`src/rtl/dma_pkg.sv`:
```
// Shared types and fixed addresses for the sprite (OAM) DMA controller.
package dma_pkg;

    typedef enum logic [2:0] {
        DMA_IDLE  = 3'd0,
        DMA_HALT  = 3'd1,
        DMA_ALIGN = 3'd2,
        DMA_READ  = 3'd3,
        DMA_WRITE = 3'd4
    } dma_state_t;

    localparam logic [15:0] OAM_DMA_ADDR  = 16'h4014;
    localparam logic [15:0] OAM_DATA_ADDR = 16'h2004;

endpackage

```
`src/rtl/oam_dma.sv`:
```
// Sprite DMA: a CPU write to 4014 halts the CPU and copies page {P,00..ff} to 2004.
// Optional feature macro OAM_DMA_ALIGN_EN adds the parity-driven ALIGN dummy cycle.
module oam_dma
    import dma_pkg::*;
(
    input  logic        clk,
    input  logic        n_reset,
    input  logic [15:0] cpu_addr,
    input  logic [7:0]  cpu_wdata,
    input  logic        cpu_rw,
    output logic        rdy,
    output logic        busy,
    output logic [15:0] bus_addr,
    output logic [7:0]  bus_wdata,
    output logic        bus_rw,
    input  logic [7:0]  bus_rdata
);

    dma_state_t r_state;
    dma_state_t w_state_nxt;
    logic [7:0] r_page;
    logic [7:0] r_idx;
    logic [7:0] r_buf;
    logic       w_trigger;

    assign w_trigger = (cpu_addr == OAM_DMA_ADDR) && !cpu_rw;

`ifdef OAM_DMA_ALIGN_EN
    // Free-running cycle parity; reads must start on the same phase every transfer.
    logic r_parity;

    always_ff @(posedge clk or negedge n_reset) begin
        if (!n_reset) r_parity <= 1'b0;
        else          r_parity <= ~r_parity;
    end
`endif

    always_ff @(posedge clk or negedge n_reset) begin
        if (!n_reset) r_state <= DMA_IDLE;
        else          r_state <= w_state_nxt;
    end

    // Page is only loaded from IDLE, so retriggers during a transfer are ignored.
    always_ff @(posedge clk or negedge n_reset) begin
        if (!n_reset) begin
            r_page <= 8'h00;
            r_idx  <= 8'h00;
            r_buf  <= 8'h00;
        end else begin
            if (r_state == DMA_IDLE && w_trigger) begin
                r_page <= cpu_wdata;
                r_idx  <= 8'h00;
            end
            if (r_state == DMA_READ)  r_buf <= bus_rdata;
            if (r_state == DMA_WRITE) r_idx <= r_idx + 8'h01;
        end
    end

    always_comb begin
        w_state_nxt = r_state;
        rdy         = (r_state == DMA_IDLE);
        busy        = (r_state != DMA_IDLE);
        bus_addr    = cpu_addr;
        bus_wdata   = cpu_wdata;
        bus_rw      = cpu_rw;
        case (r_state)
            DMA_IDLE: begin
                if (w_trigger) w_state_nxt = DMA_HALT;
            end
            DMA_HALT: begin
                // Only a CPU read cycle actually stalls the CPU.
                if (cpu_rw) begin
`ifdef OAM_DMA_ALIGN_EN
                    w_state_nxt = r_parity ? DMA_ALIGN : DMA_READ;
`else
                    w_state_nxt = DMA_READ;
`endif
                end
            end
            DMA_ALIGN: begin
                bus_addr    = {r_page, r_idx};
                bus_wdata   = r_buf;
                bus_rw      = 1'b1;
                w_state_nxt = DMA_READ;
            end
            DMA_READ: begin
                bus_addr    = {r_page, r_idx};
                bus_wdata   = r_buf;
                bus_rw      = 1'b1;
                w_state_nxt = DMA_WRITE;
            end
            DMA_WRITE: begin
                bus_addr    = OAM_DATA_ADDR;
                bus_wdata   = r_buf;
                bus_rw      = 1'b0;
                w_state_nxt = (r_idx == 8'hff) ? DMA_IDLE : DMA_READ;
            end
            default: begin
                w_state_nxt = DMA_IDLE;
            end
        endcase
    end

endmodule

```
`config.mk`:
```
export PLATFORM = sky130hd
export DESIGN_NAME = oam_dma
export DESIGN_NICKNAME = d
export VERILOG_FILES = /design/src/rtl/dma_pkg.sv /design/src/rtl/oam_dma.sv
export SDC_FILE = /design/constraint.sdc
export NUM_CORES = 1
export LEC_CHECK = 0
export ABC_AREA = 0
export CELL_PAD_IN_SITES_DETAIL_PLACEMENT = 2
export CELL_PAD_IN_SITES_GLOBAL_PLACEMENT = 2
export CORE_MARGIN = 3
export CORE_UTILIZATION = 27
export CTS_BUF_LIST = sky130_fd_sc_hd__clkbuf_8
export CTS_CLUSTER_DIAMETER = 40
export DETAILED_ROUTE_END_ITERATION = 6
export GPL_TIMING_DRIVEN = 0
export PLACE_DENSITY = 0.83
export REMOVE_ABC_BUFFERS = 1
export SLEW_MARGIN = 20
export SYNTH_ARGS = -nofsm -noshare
export SYNTH_HDL_FRONTEND = slang
export SYNTH_SLANG_ARGS = --single-unit
```
`constraint.sdc`:
```
create_clock -name clk -period 5.1 [get_ports clk]
set_input_delay 1.275 -clock clk [delete_from_list [all_inputs] [get_ports clk]]
set_output_delay 1.275 -clock clk [all_outputs]
set_load 0.02 [all_outputs]
```
# Yosys cells after proc, flatten, opt, wreduce, memory -nomap -nowiden
# Cells that the tools add are included.
# op_classes
add_sub_neg	1
n_eq_ne	8
muxes	9
reduce_logical	9
# op_table
operator	count
$pmux W16 S2	1
$mux W8	3
$eq A16 B15 Y1 const B	1
$pmux W3 S5	1
$add A8 B1 Y8 const B	1
$eq A8 B8 Y1 const B	1
$eq A3 B2 Y1 const B	2
$mux W3	2
$eq A3 B1 Y1 const B	1
$eq A3 B3 Y1 const B	1
$logic_not A3 Y1	1
$reduce_bool A3 Y1	1
$reduce_or A3 Y1	1
$logic_and A1 B1 Y1	2
$mux W2	1
$ne A2 B1 Y1 const B	1
$ne A2 B2 Y1 const B	1
$pmux W1 S2	1
$reduce_and A2 Y1	1
$reduce_bool A2 Y1	1
$reduce_or A2 Y1	1
$logic_not A1 Y1	1
# totals
register_bits	27
inputBits	35

# Depth between registers and ports, before layout
# Gate-level depths: netlist of the first run.
# logic_depth
word_depth	5
ltp_mapped	6
depth_no_buf	5

# Worst setup path after synthesis of the first run
# OpenSTA, ideal clock, no wires.
# synth_timing
path_type	input-to-output
from	in cpu_rw
to	out bus_rw
setup_slack_ps	2230
arrival_ps	1595
cell_stages	2
required_time_ps	3825
path_cell_list	nor2_1 -> nor2_1
# synth_between
elab_chain_cells	1
# synth_lines
item	line_no	rtl
start: declaration	oam_dma.sv:10	input logic cpu_rw,
$pmux W1 S2	oam_dma.sv:66	case (r_state)
end: declaration	oam_dma.sv:15	output logic bus_rw,
# Every way passes these cells.

# Worst setup path in the final report of the first run
# layout_timing
from	reg r_state[1]
to	out bus_wdata[0]
# layout_between
elab_chain_cells	3
elab_cells_between_ends	5
# layout_lines
item	line_no	rtl
start: declaration	oam_dma.sv:19	dma_state_t r_state;
start signal: assignment	oam_dma.sv:40	else r_state <= w_state_nxt;
$eq A3 B2 Y1 or $eq A3 B3 Y1 (tied branches)	oam_dma.sv:66	
$reduce_or A3 Y1 (no line) *	-	
$mux W8 *	oam_dma.sv:66	
end: declaration	oam_dma.sv:14	output logic [7:0] bus_wdata,
# Mark *: on every way between the ends. The rest lies on a longest branch, timed or not.

==> results of run 1 <==
[registers in the layout, summed over array words and instances (netlist names)]
register  count
r_state       3
r_page        8
r_idx         8
r_buf         8
[worst reg2reg max path: cells and delay by family, from the launching register on]
family	cells	cell delay (ps)
simple gates	2	1230
flops	1	460
mux	1	390
[cell families after synthesis]
kind of cell	Yosys count	share of synthesized area, %
AND/OR/NAND/NOR	89	27.6
flip-flops	27	43.5
multiplexers	26	18.8
AO/OA/AOI/OAI	15	5.96
buffers and inverters	11	2.82
XOR/XNOR	1	0.564
adder cells (fa/ha/maj)	1	0.805
[power breakdown]
part / leakage (nW) / switching (mW) / internal [mW]
combinational: 0.616 / 0.394 / 0.356
sequential: 0.334 / 0.0751 / 0.289
clock: 0.0217 / 0.0758 / 0.0556
total: 0.971 / 0.545 / 0.700
[final cells by class]
| class | count | share of cell area, % |
|---|---|---|
| Sequential cell | 27 | 29.9 |
| Multi-Input combinational cell | 132 | 37.0 |
| Clock inverter | 1 | 0.332 |
| Timing Repair Buffer | 61 | 26.8 |
| Tap cell | 70 | 3.87 |
| Inverter | 2 | 0.332 |
| Clock buffer | 3 | 1.83 |
[path summary, 6_finish.rpt]
path                                        end  slack (ps)  cells past startpoint                   start
max in group asynchronous  r_idx[4]$_DFFE_PN0P_        3640                      1                 n_reset
max                                bus_wdata[0]         970                      4  r_state[1]$_DFFE_PN0P_
min                        r_buf[0]$_DFFE_PN0N_         520                      1    r_buf[0]$_DFFE_PN0N_
min in group asynchronous  r_buf[1]$_DFFE_PN0N_        1020                      1                 n_reset
min reg2reg                r_buf[0]$_DFFE_PN0N_         520                      1    r_buf[0]$_DFFE_PN0N_
max reg2reg                r_buf[7]$_DFFE_PN0N_        2910                      3  r_state[1]$_DFFE_PN0P_
[per-layer routing]
layer  up-vias  wire length [µm]  track usage (%)
met5         -                 0                0
met4         0                36             3.99
met3         2               369             3.95
met2        42              2590             29.0
met1       730              2180             20.3
li1        702                 -                -
[metrics by stage]
stage / std cells / hold WS [ps] / cell area [µm²] / power [mW]
finish: 296 / 515 / 2260 / 1.24
global route: 296 / 534 / 2260 / 1.35
CTS: 296 / 518 / 2260 / 1.26
detailed placement: 292 / 485 / 2210 / 1.13
global placement: 292 / 469 / 2220 / 1.10
floorplan: 161 / 458 / 1520 / 0.778
[placed cells by master, fill, tap and decap left out]
| master | instances |
|---|---|
| clkdlybuf4s50_1 | 60 |
| nand2_1 | 44 |
| dfrtp_1 | 27 |
| mux2_2 | 22 |
| nand3_1 | 19 |
| nor2_1 | 7 |
| o21ai_0 | 6 |
| or3_1 | 3 |
| nor3_1 | 3 |
| mux2_1 | 3 |
| o211ai_1 | 3 |
| clkbuf_8 | 3 |
| inv_1 | 2 |
| nor4b_1 | 2 |
| a31oi_1 | 2 |
| nor2b_1 | 2 |
| nor3b_2 | 1 |
| nor2b_2 | 1 |
| or3b_2 | 1 |
| nand2b_1 | 1 |
| nor4_1 | 1 |
| nand4b_1 | 1 |
| nor3_4 | 1 |
| xnor2_1 | 1 |
| or2_2 | 1 |
| o31ai_1 | 1 |
| or4_1 | 1 |
| mux2i_1 | 1 |
| o21bai_1 | 1 |
| a21oi_1 | 1 |
| o21a_1 | 1 |
| ha_1 | 1 |
| clkinvlp_4 | 1 |
| buf_2 | 1 |
==> impl_metrics.py, run 1 <==
metrics = {
    "status": {
        "status": "completed",
    },
    "placed_design": {
        "port_buffers": 61,
        "post-dp-hpwl_um": 3880,
        "routabilityCongestion": 0.725,
        "place_ws_ps": 1200,
    },
    "yosys": {
        "synth_cell_type_count": 31,
        "syn_area_per_cell_um2": 9.14,
        "netlist_instances": 170,
        "synthArstFlopShare_pct": 100,
        "ys_ff_latch": 27,
        "syn_area_um2": 1550,
        "synth_edf_count": 0,
        "synth_top_flop_cell": "dfrtp_1",
        "synth_area_leaders": "dfrtp_1 (43%), mux2_2 (16%), nand2_1 (11%), nand3_1 (6.1%), mux2_1 (2.2%)",
        "synth_top_area_share_pct": 43.5,
        "synthTopCellsByCount": "nand2_1 (44), dfrtp_1 (27), mux2_2 (22)",
        "ys_seq_area_share_pct": 43.5,
        "synthMostInstantiatedCell": "nand2_1",
        "yosys_warnings": 0,
        "yosysTopAreaCell": "dfrtp_1",
    },
    "global_routing": {
        "grt-ovfl-total": 0,
        "grt_max_degree": 30,
        "grt_pass1_vias": 1634,
        "antenna_found_initial": 0,
        "grt_usage_pct": 16.5,
        "grt_pass1_wl_um": 8340,
    },
    "cts": {
        "clockBufferDepth": 2,
        "ctsResizeCount": 0,
        "cts_buffers": 3,
        "postCtsSetupBuffers": 0,
        "clock_latency_ps": 280,
        "htree_num_levels": 1,
        "cts_tree": "done",
        "hold_buffers": 0,
        "clockRootBuffer": "clkbuf_8",
        "clkTransAtPathRegs_ps": 110,
        "clkSinkCount": 27,
    },
    "detailed_routing": {
        "via_count": 1476,
        "dr.pass1.iters": 4,
        "antenna_left": 0,
        "wl_per_cell_um": 17.5,
        "drcViolationCount": 0,
        "drt_iter0_drc": 48,
        "drt_wl_total_um": 5170,
        "viasPerCell": 4.99,
    },
    "worst_setup_path": {
        "critPathCaptureType": "output port",
        "crit_slowest_cell": "nor2b_2",
        "critPathMaxFanout": 19,
        "cp_top_family": "simple AND/OR/NAND/NOR gates",
        "startpoint_type": "flop",
        "required_ps": 3830,
        "cp_cell_sequence": "nor2b_2 -> nor2_1 -> mux2_2 -> clkdlybuf4s50_1",
        "cp_slowest_stage_delay_ps": 750,
        "path_class": "flop to output port",
        "cp_num_buf_inv": 1,
        "crit_arrival_ps": 2860,
    },
    "floorplanning": {
        "die_w_um": 81.9,
        "core_area_um2": 5340,
        "io_pins": 62,
        "start_util_pct": 29.1,
        "die_area_um2": 6700,
        "fp.dieH_um": 81.9,
        "rows": 26,
    },
    "sta": {
        "hold_viol": 0,
        "rsz0062_at_grt": "no",
        "fin_crit_sh_pct": 81.0,
        "slew_violations": 0,
        "tightestPinTransition_ps": 857,
        "setup_tns_ps": 0,
        "finClkSkew_ps": 8.85,
        "min_period_ps": 4130,
        "setup_slack_ps": 970,
        "setup_viol": 0,
        "fmax_mhz": 242,
        "max_slew_margin_pct": 42.6,
    },
    "pwr": {
        "powerDensity_nw_per_um2": 550,
        "vdd_drop_max_mv": 0.176,
        "p_leak_nw": 0.971,
    },
    "layout": {
        "seqCellArea_um2": 676,
        "fin_util_pct": 42.4,
        "multi_input_area_um2": 837,
        "syn_to_final_growth_pct": 45.6,
        "num_antenna_cells": 0,
        "nNetsFinal": 263,
        "num-fill-cells": 592,
        "drive_gt1_share_pct": 14.2,
    },
    "job": {
        "drv_cap": 0,
    },
    "min_path": {
        "min_path_type": "flop to flop",
    },
}
(Power assumes the default switching activity.)
==> run 2, diff against run 1 <==
--- a/config.mk
+++ b/config.mk
@@ -9,12 +9,12 @@
 export CELL_PAD_IN_SITES_DETAIL_PLACEMENT = 2
 export CELL_PAD_IN_SITES_GLOBAL_PLACEMENT = 2
 export CORE_MARGIN = 3
-export CORE_UTILIZATION = 27
+export CORE_UTILIZATION = 25
 export CTS_BUF_LIST = sky130_fd_sc_hd__clkbuf_8
 export CTS_CLUSTER_DIAMETER = 40
 export DETAILED_ROUTE_END_ITERATION = 6
 export GPL_TIMING_DRIVEN = 0
-export PLACE_DENSITY = 0.83
+export PLACE_DENSITY = 0.78
 export REMOVE_ABC_BUFFERS = 1
 export SLEW_MARGIN = 20
 export SYNTH_ARGS = -nofsm -noshare
==> constraint.sdc (replaced) <==
create_clock -name clk -period 3.8 [get_ports clk]
set_input_delay 0.95 -clock clk [delete_from_list [all_inputs] [get_ports clk]]
set_output_delay 0.95 -clock clk [all_outputs]
set_load 0.02 [all_outputs]
==> impl_metrics.py, run 2 (synthesis results as in run 1) <==
metrics = {
    "cts": {
        "cts_buffers": 3,
        "clockRootBuffer": "clkbuf_8",
        "postCtsSetupBuffers": 0,
        "clkSinkCount": 27,
        "htree_num_levels": 1,
        "clockBufferDepth": 2,
        "clkTransAtPathRegs_ps": 100,
        "cts_tree": "done",
        "clock_latency_ps": 270,
    },
    "detailed_routing": {
        "antenna_left": 0,
        "wl_per_cell_um": 15.8,
        "drcViolationCount": 0,
        "drt_iter0_drc": 68,
        "via_count": 1457,
        "dr.pass1.iters": 4,
        "viasPerCell": 4.82,
        "drt_wl_total_um": 4780,
    },
    "sta": {
        "fmax_mhz": 293,
        "rsz0062_at_grt": "no",
        "min_period_ps": 3410,
        "fin_crit_sh_pct": 89.8,
        "max_slew_margin_pct": 51.6,
        "hold_viol": 0,
        "finClkSkew_ps": 2.82,
        "hold_ws_ps": 497,
        "tightestPinTransition_ps": 720,
        "slew_violations": 0,
        "setup_viol": 0,
        "setup_slack_ps": 387,
    },
    "layout": {
        "fin_cells": 302,
        "num_antenna_cells": 0,
        "largest_registers": "r_buf x8, r_idx x8, r_page x8",
        "num-fill-cells": 681,
        "multi_input_area_um2": 840,
        "nNetsFinal": 264,
        "syn_to_final_growth_pct": 46.7,
        "mostFrequentLayoutCell": "clkdlybuf4s50_1",
        "seqCellArea_um2": 676,
        "final_cell_mix": "clkdlybuf4s50_1 (60), nand2_1 (44), dfrtp_1 (27), mux2_2 (22), nand3_1 (19)",
        "drive_gt1_share_pct": 15.0,
        "fin_util_pct": 38.3,
    },
    "global_routing": {
        "grt_max_degree": 30,
        "grt_usage_pct": 14.2,
        "antenna_found_initial": 0,
        "grt_pass1_vias": 1662,
        "grt-ovfl-total": 0,
        "grt_pass1_wl_um": 8290,
    },
    "placed_design": {
        "port_buffers": 61,
        "routabilityCongestion": 0.753,
        "place_ws_ps": 422,
        "post-dp-hpwl_um": 3740,
        "dpl.cell_count": 298,
    },
    "min_path": {
        "min_path_cells": 1,
        "hold_start": "r_page[7]$_DFFE_PN0P_",
        "min_path_type": "flop to flop",
    },
    "worst_setup_path": {
        "ff2ff_path_depth": 3,
        "critPathMaxFanout": 10,
        "required_ps": 2850,
        "crit_arrival_ps": 2460,
        "r2r_end": "r_idx[7]$_DFFE_PN0P_",
        "startpoint_type": "flop",
        "crit_start": "r_state[1]$_DFFE_PN0P_",
        "path_class": "flop to output port",
        "r2r-start": "r_state[1]$_DFFE_PN0P_",
        "endpoint": "bus_wdata[4]",
        "r2r_slack_ps": 1790,
        "critPathCaptureType": "output port",
    },
    "floorplanning": {
        "rows": 28,
        "die_area_um2": 7200,
        "io_pins": 62,
        "core_area_um2": 5960,
        "start_util_pct": 26.1,
        "fp.dieH_um": 84.8,
        "die_w_um": 84.8,
    },
    "pwr": {
        "powerDensity_nw_per_um2": 729,
        "p_leak_nw": 0.981,
        "vdd_drop_max_mv": 0.293,
        "power.total_mw": 1.66,
    },
    "job": {
        "drv_cap": 0,
    },
    "status": {
        "status": "completed",
    },
}
-- run 2: cell types whose count changed in the layout (fill, tap and decap cells not counted) --
cell        change
buf_6           +1
clkinv_2        +1
clkinvlp_4      -1
nor2_1          -1
nor2_2          +1
-- run 2: timing repair --
action,in CTS,in global routing
hold buffers,0,0
resized for setup,0,1
setup endpoints to repair,0,5
-- run 2: cell type report --
class                   instances  area share, %
flip-flops and latches         27           29.6
repair buffers                 62           27.1
multi-input cells             132           36.8
inverters                       2          0.329
clock inverters                 1          0.220
well taps                      75           4.12
clock buffers                   3           1.81
-- run 2: where the power goes --
part	switching (mW)	internal, mW	leakage [nW]
combinational	0.524	0.488	0.622
clock	0.0924	0.0735	0.0255
sequential	0.0970	0.388	0.334
-- run 2: per-stage QoR --
stage / setup TNS [ps] / area (µm²)
6_report: 0 / 2280
5_1_grt: 0 / 2280
4_1_cts: 0 / 2280
3_5_place_dp: 0 / 2230
3_3_place_gp: -2060 / 2220
2_1_floorplan: 0 / 1520
-- run 2: routing by layer --
metal  vias up  routed length (µm)  part of all wire [%]  track usage [%]
li1        703                   -                     -                -
met1       724                1990                    42             17.3
met2        28                2490                    52             25.3
met4         0                  27                  0.56             2.73
met3         2                 274                   5.7             3.88
met5         -                   0                     0                0
-- run 2: worst max-delay path: stages, from the launching register on --
cell and delay [ps]:
dfrtp_1 460, nor2b_2 260, buf_6 170, nor2_2 370, mux2_2 390, clkdlybuf4s50_1 550
-- run 2: worst min path at each step --
stage / to / slack (ps)
after CTS: r_page[7]$_DFFE_PN0P_ / 510
after detailed placement: r_page[6]$_DFFE_PN0P_ / 480
final: r_page[7]$_DFFE_PN0P_ / 500
after global placement: r_page[0]$_DFFE_PN0P_ / 470
after floorplan: r_page[0]$_DFFE_PN0P_ / 460
after global routing: r_page[7]$_DFFE_PN0P_ / 520
==> run 3, diff against run 2 <==
--- a/config.mk
+++ b/config.mk
@@ -8,7 +8,7 @@
 export ABC_AREA = 0
 export CELL_PAD_IN_SITES_DETAIL_PLACEMENT = 2
 export CELL_PAD_IN_SITES_GLOBAL_PLACEMENT = 2
-export CORE_MARGIN = 3
+export CORE_MARGIN = 1
 export CORE_UTILIZATION = 25
 export CTS_BUF_LIST = sky130_fd_sc_hd__clkbuf_8
 export CTS_CLUSTER_DIAMETER = 40
==> impl_metrics.py, run 3 (synthesis results as in run 1) <==
metrics = {
    "layout": {
        "postLayoutCellArea_um2": 2270,
        "final_cell_mix": "clkdlybuf4s50_1 (60), nand2_1 (44), dfrtp_1 (27), mux2_2 (22), nand3_1 (19)",
        "syn_to_final_growth_pct": 46.1,
        "fin_util_pct": 38.1,
        "num_antenna_cells": 0,
        "fin_cells": 301,
        "nNetsFinal": 263,
        "mostFrequentLayoutCell": "clkdlybuf4s50_1",
        "drive_gt1_share_pct": 13.7,
        "largest_registers": "r_buf x8, r_idx x8, r_page x8",
    },
    "cts": {
        "hold_buffers": 0,
        "cts_buffers": 3,
        "cts_tree": "done",
        "clock_latency_ps": 270,
        "postCtsSetupBuffers": 0,
        "htree_num_levels": 1,
        "clkTransAtPathRegs_ps": 90,
        "clockRootBuffer": "clkbuf_8",
        "clockBufferDepth": 2,
        "clkSinkCount": 27,
        "ctsResizeCount": 0,
    },
    "pwr": {
        "vdd_drop_max_mv": 0.255,
        "powerDensity_nw_per_um2": 726,
        "power.total_mw": 1.65,
        "p_leak_nw": 0.979,
    },
    "detailed_routing": {
        "drcViolationCount": 0,
        "drt_iter0_drc": 55,
        "wl_per_cell_um": 15.4,
        "drt_wl_total_um": 4650,
        "viasPerCell": 4.86,
        "dr.pass1.iters": 4,
        "via_count": 1464,
        "antenna_left": 0,
    },
    "sta": {
        "max_slew_margin_pct": 49.2,
        "hold_ws_ps": 498,
        "finClkSkew_ps": 2.72,
        "rsz0062_at_grt": "no",
        "tightestPinTransition_ps": 759,
        "fmax_mhz": 284,
        "setup_tns_ps": 0,
        "setup_viol": 0,
        "fin_crit_sh_pct": 92.7,
        "hold_viol": 0,
        "setup_slack_ps": 277,
        "min_period_ps": 3520,
        "slew_violations": 0,
    },
    "floorplanning": {
        "rows": 28,
        "die_w_um": 80.8,
        "fp.dieH_um": 80.8,
        "core_area_um2": 5960,
        "die_area_um2": 6540,
        "start_util_pct": 26.1,
        "io_pins": 62,
    },
    "placed_design": {
        "dpl_cell_area_um2": 2220,
        "port_buffers": 61,
        "place_ws_ps": 326,
        "post-dp-hpwl_um": 3670,
        "routabilityCongestion": 0.723,
        "dpl.cell_count": 297,
    },
    "global_routing": {
        "grt-ovfl-total": 0,
        "antenna_found_initial": 0,
        "grt_usage_pct": 15.6,
        "grt_pass1_wl_um": 7820,
        "grt_pass1_vias": 1596,
        "grt_max_degree": 30,
    },
    "worst_setup_path": {
        "critPathCaptureType": "output port",
        "critPathMaxFanout": 8,
        "required_ps": 2850,
        "startpoint_type": "flop",
        "crit_arrival_ps": 2570,
        "path_class": "flop to output port",
    },
    "min_path": {
        "min_path_type": "flop to flop",
    },
    "job": {
        "drv_cap": 0,
    },
    "status": {
        "status": "completed",
    },
}
-- run 3: cell types whose count changed in the layout (fill, tap and decap cells not counted) --
| cell | delta |
|---|---|
| nor2_2 | -1 |
| nor2b_2 | -1 |
| inv_1 | +1 |
| clkinv_2 | -1 |
| buf_6 | -1 |
| nor2_1 | +1 |
| nor2b_4 | +1 |
-- run 3: critical path, cell delays in order (launching register included) --
cell	delay (ps)
dfrtp_1	470
nor3b_2	250
nor2_1	620
mux2_2	420
clkdlybuf4s50_1	540
-- run 3: layout make-up --
type                            instances  area, µm²
Sequential cell                        27        676
Clock buffer                            3       41.3
Tap cell                               75       93.8
Timing Repair Buffer                   61        606
Multi-Input combinational cell        132        842
Clock inverter                          1       3.75
Fill cell                             688       3690
Inverter                                2       7.51
-- run 3: worst paths after layout --
| kind | startpoint | to | slack, ps | depth (start not counted) |
|---|---|---|---|---|
| max | r_state[2]$_DFFE_PN0P_ | bus_wdata[7] | 280 | 4 |
| min in group asynchronous | n_reset | r_idx[1]$_DFFE_PN0P_ | 690 | 1 |
| max reg2reg | r_state[2]$_DFFE_PN0P_ | r_idx[7]$_DFFE_PN0P_ | 1790 | 3 |
| min reg2reg | r_page[6]$_DFFE_PN0P_ | r_page[6]$_DFFE_PN0P_ | 500 | 1 |
| min | r_page[6]$_DFFE_PN0P_ | r_page[6]$_DFFE_PN0P_ | 500 | 1 |
| max in group asynchronous | n_reset | r_buf[1]$_DFFE_PN0N_ | 2700 | 1 |
-- run 3: power breakdown --
part           internal, mW  switching (mW)
Sequential            0.388           0.101
Combinational         0.481           0.516
Clock                0.0724          0.0898
Total                 0.941           0.707
-- run 3: routing by layer --
layer  wire length [µm]  track usage, %  up-vias
li1                   -               -      702
met1               1980            18.6      731
met2               2460            28.9       29
met3                189            2.58        2
met4                 23            3.75        0
met5                  0               0        -
==> RTL edit 1 (settings of run 1) <==
Build with the macro `OAM_DMA_ALIGN_EN` defined.
--- a/src/rtl/oam_dma.sv
+++ b/src/rtl/oam_dma.sv
@@ -1,5 +1,7 @@
 // Sprite DMA: a CPU write to 4014 halts the CPU and copies page {P,00..ff} to 2004.
 // Optional feature macro OAM_DMA_ALIGN_EN adds the parity-driven ALIGN dummy cycle.
+`define OAM_DMA_ALIGN_EN
+
 module oam_dma
     import dma_pkg::*;
 (
Function: changed (a bounded check fails within 4 cycles, from zero or initial values and one cycle with n_reset low).
==> RTL edit 1 against run 1 <==
- area after synthesis is 1.4% higher
- register-to-register slack lost 0.02 ns
- critical path depth stayed put
- power shrank 7.8%
- setup slack improved by 0.015 ns
- clock power up 36%
- critical endpoint is now bus_wdata[4]
- highest routed layer unchanged
- largest cell class unchanged
- sequential cell count grew 1
- routed wire length decreased by 3.0%
- cell area is 2.9% higher
==> RTL edit 1: results (changes against run 1) <==
Route
  • Drt pass-1 iters: 4 (unchanged)
  • Final WL: 5.014 mm (-3.0%)
  • Iter 0 DRT Violations: 38 (-21%)
  • Routed length per instance: 16.60 um (-4.9%)
  • Drt via density: 4.927 (-1.2%)

Setup path
  • Worst Path Max Fanout: 19 (unchanged)
  • CP max-delay cell: nor2b_2
  • Cell family with most CP delay: simple AND/OR/NAND/NOR gates
  • Max incr delay on CP: 0.74 ns
  • Critical Path AT: 2.84 ns (-0.02 ns)

Clocking
  • CTS Buf Count: 3 (unchanged)
  • Clock Path Buffers: 2 (unchanged)
  • CTS clk-pin slew, worst paths: 0.10 ns
  • PostCTS Resize Cnt: 0 (unchanged)
  • Clock latency on the worst-skew pair: 0.28 ns (about the same)
  • CTS H-tree depth: 1 (unchanged)
  • CTS root buffer: clkbuf_8
  • Postcts setup bufs: 0 (unchanged)

Placement
  • Pre-CTS WS: 1.072 ns (-0.1232 ns)
  • # port buffers: 61 (unchanged)
  • Post-Place Cells: 298 (+2.1%)
  • GPL Wtd Cong: 0.7155 (-1.3%)
  • Hpwl dp: 3.935 mm (+1.6%)

Layout
  • Fraction of layout cells with a size suffix above 1: 14.35% (+0.19 points)
  • Ant. Diodes: 0 (unchanged)
  • Total Nets Final: 267 (+1.5%)
  • # fillers: 614 (+3.7%)
  • Fin area: 2328 sq um (+2.9%)
  • Largest regs: r_buf (8), r_idx (8), r_page (8)

Global routing
  • All-Layer GR Usage: 15.07% (-1.5 points)
  • Pin count of the biggest net entering global routing: 29 (-3.3%)
  • Initial antenna violation count: 0 (unchanged)
  • First-pass GRT wire length: 7.741 mm (-7.1%)
  • Number of global-route vias before repair: 1542 (-5.6%)

Synth
  • Ys async rst share: 100.0% (unchanged)
  • Synth warn: 0 (unchanged)
  • Top FF cell, synth: dfrtp_1
  • Sequential area share after synthesis: 44.48% (+1.0 points)
  • Synth Area per Inst: 9.158 sq um (+0.19%)
  • Synth top area cells: dfrtp_1, mux2_2, nand2_1
  • Post-synthesis xor/xnor area fraction: 1.112% (+0.55 points)
  • Post-synthesis compound-gate area fraction: 9.849% (+3.9 points)
  • Mux contribution to synthesized area: 17.79% (-0.97 points)
  • Synth Area in Adders: 0.7943% (-0.011 points)
  • Cell variety after synth: 30 (-3.2%)
  • Most instantiated cells after synthesis: nand2_1, dfrtp_1, mux2_2

Run
  • Max-cap check violation count: 0 (unchanged)

Power
  • Worst VDD drop: 0.0002310 V (+31%)
  • Leak pwr: 0.9777 nW (+0.69%)

STA
  • Clock skew: 0.005732 ns (-0.003118 ns)
  • Fin. Hold Viols: 0 (unchanged)
  • Slew margin rel.: 43.80% (+1.2 points)

Min path
  • Hold Path Class: flop to flop

Status
  • Status: finished clean
[RTL edit 1: changes by cell type after synthesis, moves of 2 or more]
cell      change
mux2_1        -3
o21ai_0      +15
nor2b_1       +2
mux2_2        +2
nor4b_1       -2
xor2_1        +2
a31oi_1       -2
clkbuf_1      -2
nand3_1      -14
nand4_1       +2
[RTL edit 1: power by group]
part | leakage, nW | internal, mW | switching, mW
Combinational | 0.581 | 0.307 | 0.336
Sequential | 0.361 | 0.277 | 0.0487
Clock | 0.0357 | 0.105 | 0.0734
[RTL edit 1: kinds of logic after synthesis]
group / after synthesis
flip-flops: 28
AND/OR/NAND/NOR: 77
multiplexers: 25
adder cells (fa/ha/maj): 1
buffers and inverters: 11
AO/OA/AOI/OAI: 28
XOR/XNOR: 2
[RTL edit 1: layer usage]
metal  up-vias  wire [um]  global-route usage, %
li1        710          -                      -
met2        37       2538                  26.28
met5         -          0                      0
met1       739       2247                  19.70
met3         2        209                  2.928
met4         0         19                  1.993
[RTL edit 1: layout make-up]
type / instances / area share (%)
Tap cell: 72 / 3.869
Multi-Input combinational cell: 133 / 36.00
Clock inverter: 1 / 1.290
Inverter: 3 / 0.4836
Clock buffer: 3 / 1.773
Sequential cell: 28 / 30.09
Timing Repair Buffer: 62 / 26.49
[RTL edit 1: final timing paths]
check	cells past startpoint	slack [ns]	end	start
setup / recovery	4	0.98	bus_wdata[4]	r_state[1]
hold / removal	1	0.44	r_parity	r_parity
setup reg to reg	3	2.89	r_buf[0]	r_state[1]
hold reg to reg	1	0.44	r_parity	r_parity
max in group asynchronous	1	3.63	r_page[3]	n_reset
min in group asynchronous	1	1.03	r_parity	n_reset
[RTL edit 1: worst reg2reg max path, stage by stage, from the launching register on]
cell and delay, ns:
dfrtp_1 0.49, nor2b_2 0.74, nand2_1 0.47, mux2_2 0.40
==> RTL edit 2 (settings of run 1) <==
Made on the original files. Re-encode `dma_state_t` (5 states) as Gray code, 3 bits wide.
--- a/src/rtl/dma_pkg.sv
+++ b/src/rtl/dma_pkg.sv
@@ -2,11 +2,11 @@
 package dma_pkg;
 
     typedef enum logic [2:0] {
-        DMA_IDLE  = 3'd0,
-        DMA_HALT  = 3'd1,
-        DMA_ALIGN = 3'd2,
-        DMA_READ  = 3'd3,
-        DMA_WRITE = 3'd4
+        DMA_IDLE  = 3'b000,
+        DMA_HALT  = 3'b001,
+        DMA_ALIGN = 3'b011,
+        DMA_READ  = 3'b010,
+        DMA_WRITE = 3'b110
     } dma_state_t;
 
     localparam logic [15:0] OAM_DMA_ADDR  = 16'h4014;
Formal check against the unedited RTL: no difference found for any inputs over 10 cycles, from zero or initial values and one cycle with n_reset low; not proved beyond that.
==> RTL edit 2 against run 1 <==
- critical path type is now primary input to output port
- final cell count shrank 4.7%
- non-clock buffer count unchanged
- combinational power is 40% lower
- setup slack improved by 0.22 ns
- die area decreased by 2.5%
- sequential power fell by 12%
- critical endpoint is now bus_rw
- area after synthesis fell by 2.7%
- sequential cell count stayed put
- routed wire length rose by 1.4%
- cell area fell by 1.8%
- power fell by 28%
==> RTL edit 2: results (changes against run 1) <==
Global routing
  • Met1 GRT Util: 20.94% (+0.63 points)
  • Pin count of the biggest net entering global routing: 28 (-6.7%)
  • Met3 usage: 2.772% (-1.2 points)
  • All-Layer GR Usage: 16.81% (+0.27 points)
  • GRT met2 Usage: 30.62% (+1.6 points)
  • Number of global-route vias before repair: 1547 (-5.3%)
  • First-pass GRT wire length: 8.376 mm (+0.49%)

Layout
  • Layout clock area frac: 2.085% (-0.073 points)
  • Sequential fraction of total cell area: 30.42% (+0.56 points)
  • Inverters excl. clock: 1 (-1)
  • Multi-input gate share of total cell area: 36.06% (-0.95 points)
  • #MultiIn Comb: 119 (-9.8%)
  • Area Overhead vs Synth: 46.82%
  • Final non-clock buffer share: 27.27% (+0.50 points)
  • # fillers: 595 (+0.51%)
  • Total Nets Final: 249 (-5.3%)
  • Fraction of layout cells with a size suffix above 1: 12.26% (-1.9 points)
  • Largest regs: r_buf (8), r_idx (8), r_page (8)

Synth
  • Cell variety after synth: 37 (+19%)
  • Synth top area cells: dfrtp_1, mux2_2, nand2_1
  • Mux contribution to synthesized area: 11.91% (-6.8 points)
  • Most instantiated cells after synthesis: nand2_1, dfrtp_1, a22o_1, mux2_2, o21ai_0
  • Synthesized instance count: 153 (-10%)
  • Post-synthesis xor/xnor area fraction: 0.5790% (+0.015 points)
  • Synth top area share: 44.67% (+1.2 points)

STA
  • Slew margin rel.: 41.51% (-1.1 points)

Placement
  • Post-Place Cells: 278 (-4.8%)
  • GPL Wtd Cong: 0.7221 (-0.43%)
  • Hpwl dp: 3.897 mm (+0.56%)

Route
  • Drt via density: 5.071 (+1.7%)
  • Iter 0 DRT Violations: 47 (-2.1%)
  • Via Count: 1430 (-3.1%)
  • Routed length per instance: 18.57 um (+6.4%)

Status
  • Status: finished clean

Power
  • Leak pwr: 0.9577 nW (-1.4%)
  • Power Internal: 0.5334 mW (-24%)
  • Worst VDD drop: 0.0001556 V (-12%)
  • Switch share: 40.44% (-3.3 points)
  • Clock power share: 14.3% (+3.7 points)

Setup path
  • CP startpoint: cpu_rw
  • Critical Path AT: 2.64 ns (-0.22 ns)
  • CP max-delay cell: clkdlybuf4s50_1
  • Max incr delay on CP: 0.60 ns (-0.15 ns)
  • Worst R2R Start: r_state[0]

Min path
  • Hold wc startpoint: r_page[7]
RTL edit 2: final timing paths:
kind                            depth (start not counted)        end  slack [ns]
worst max-delay path                                    4     bus_rw        1.19
worst min-delay path                                    1  r_page[7]        0.50
worst max register to register                          4   r_idx[5]        3.16
worst min register to register                          1  r_page[7]        0.50
max in group asynchronous                               1   r_idx[3]        3.66
min in group asynchronous                               1  r_page[2]        1.01
RTL edit 2: metal layers:
metal,vias up,wire length [um]
li1,665,-
met1,719,2351
met2,44,2590
met3,2,269
met4,0,26
met5,-,0
RTL edit 2: stage by stage:
step           hold slack, ns  setup WS [ns]
5_1_grt                0.5354          1.141
3_3_place_gp           0.4713          1.233
2_1_floorplan          0.4585          2.293
6_report               0.5040          1.187
3_5_place_dp           0.4820          1.208
4_1_cts                0.5056          1.204
RTL edit 2: critical path, delay by kind of cell:
kind	cells	cell delay (ns)
buf+inv	2	1.16
simple gates	2	0.20
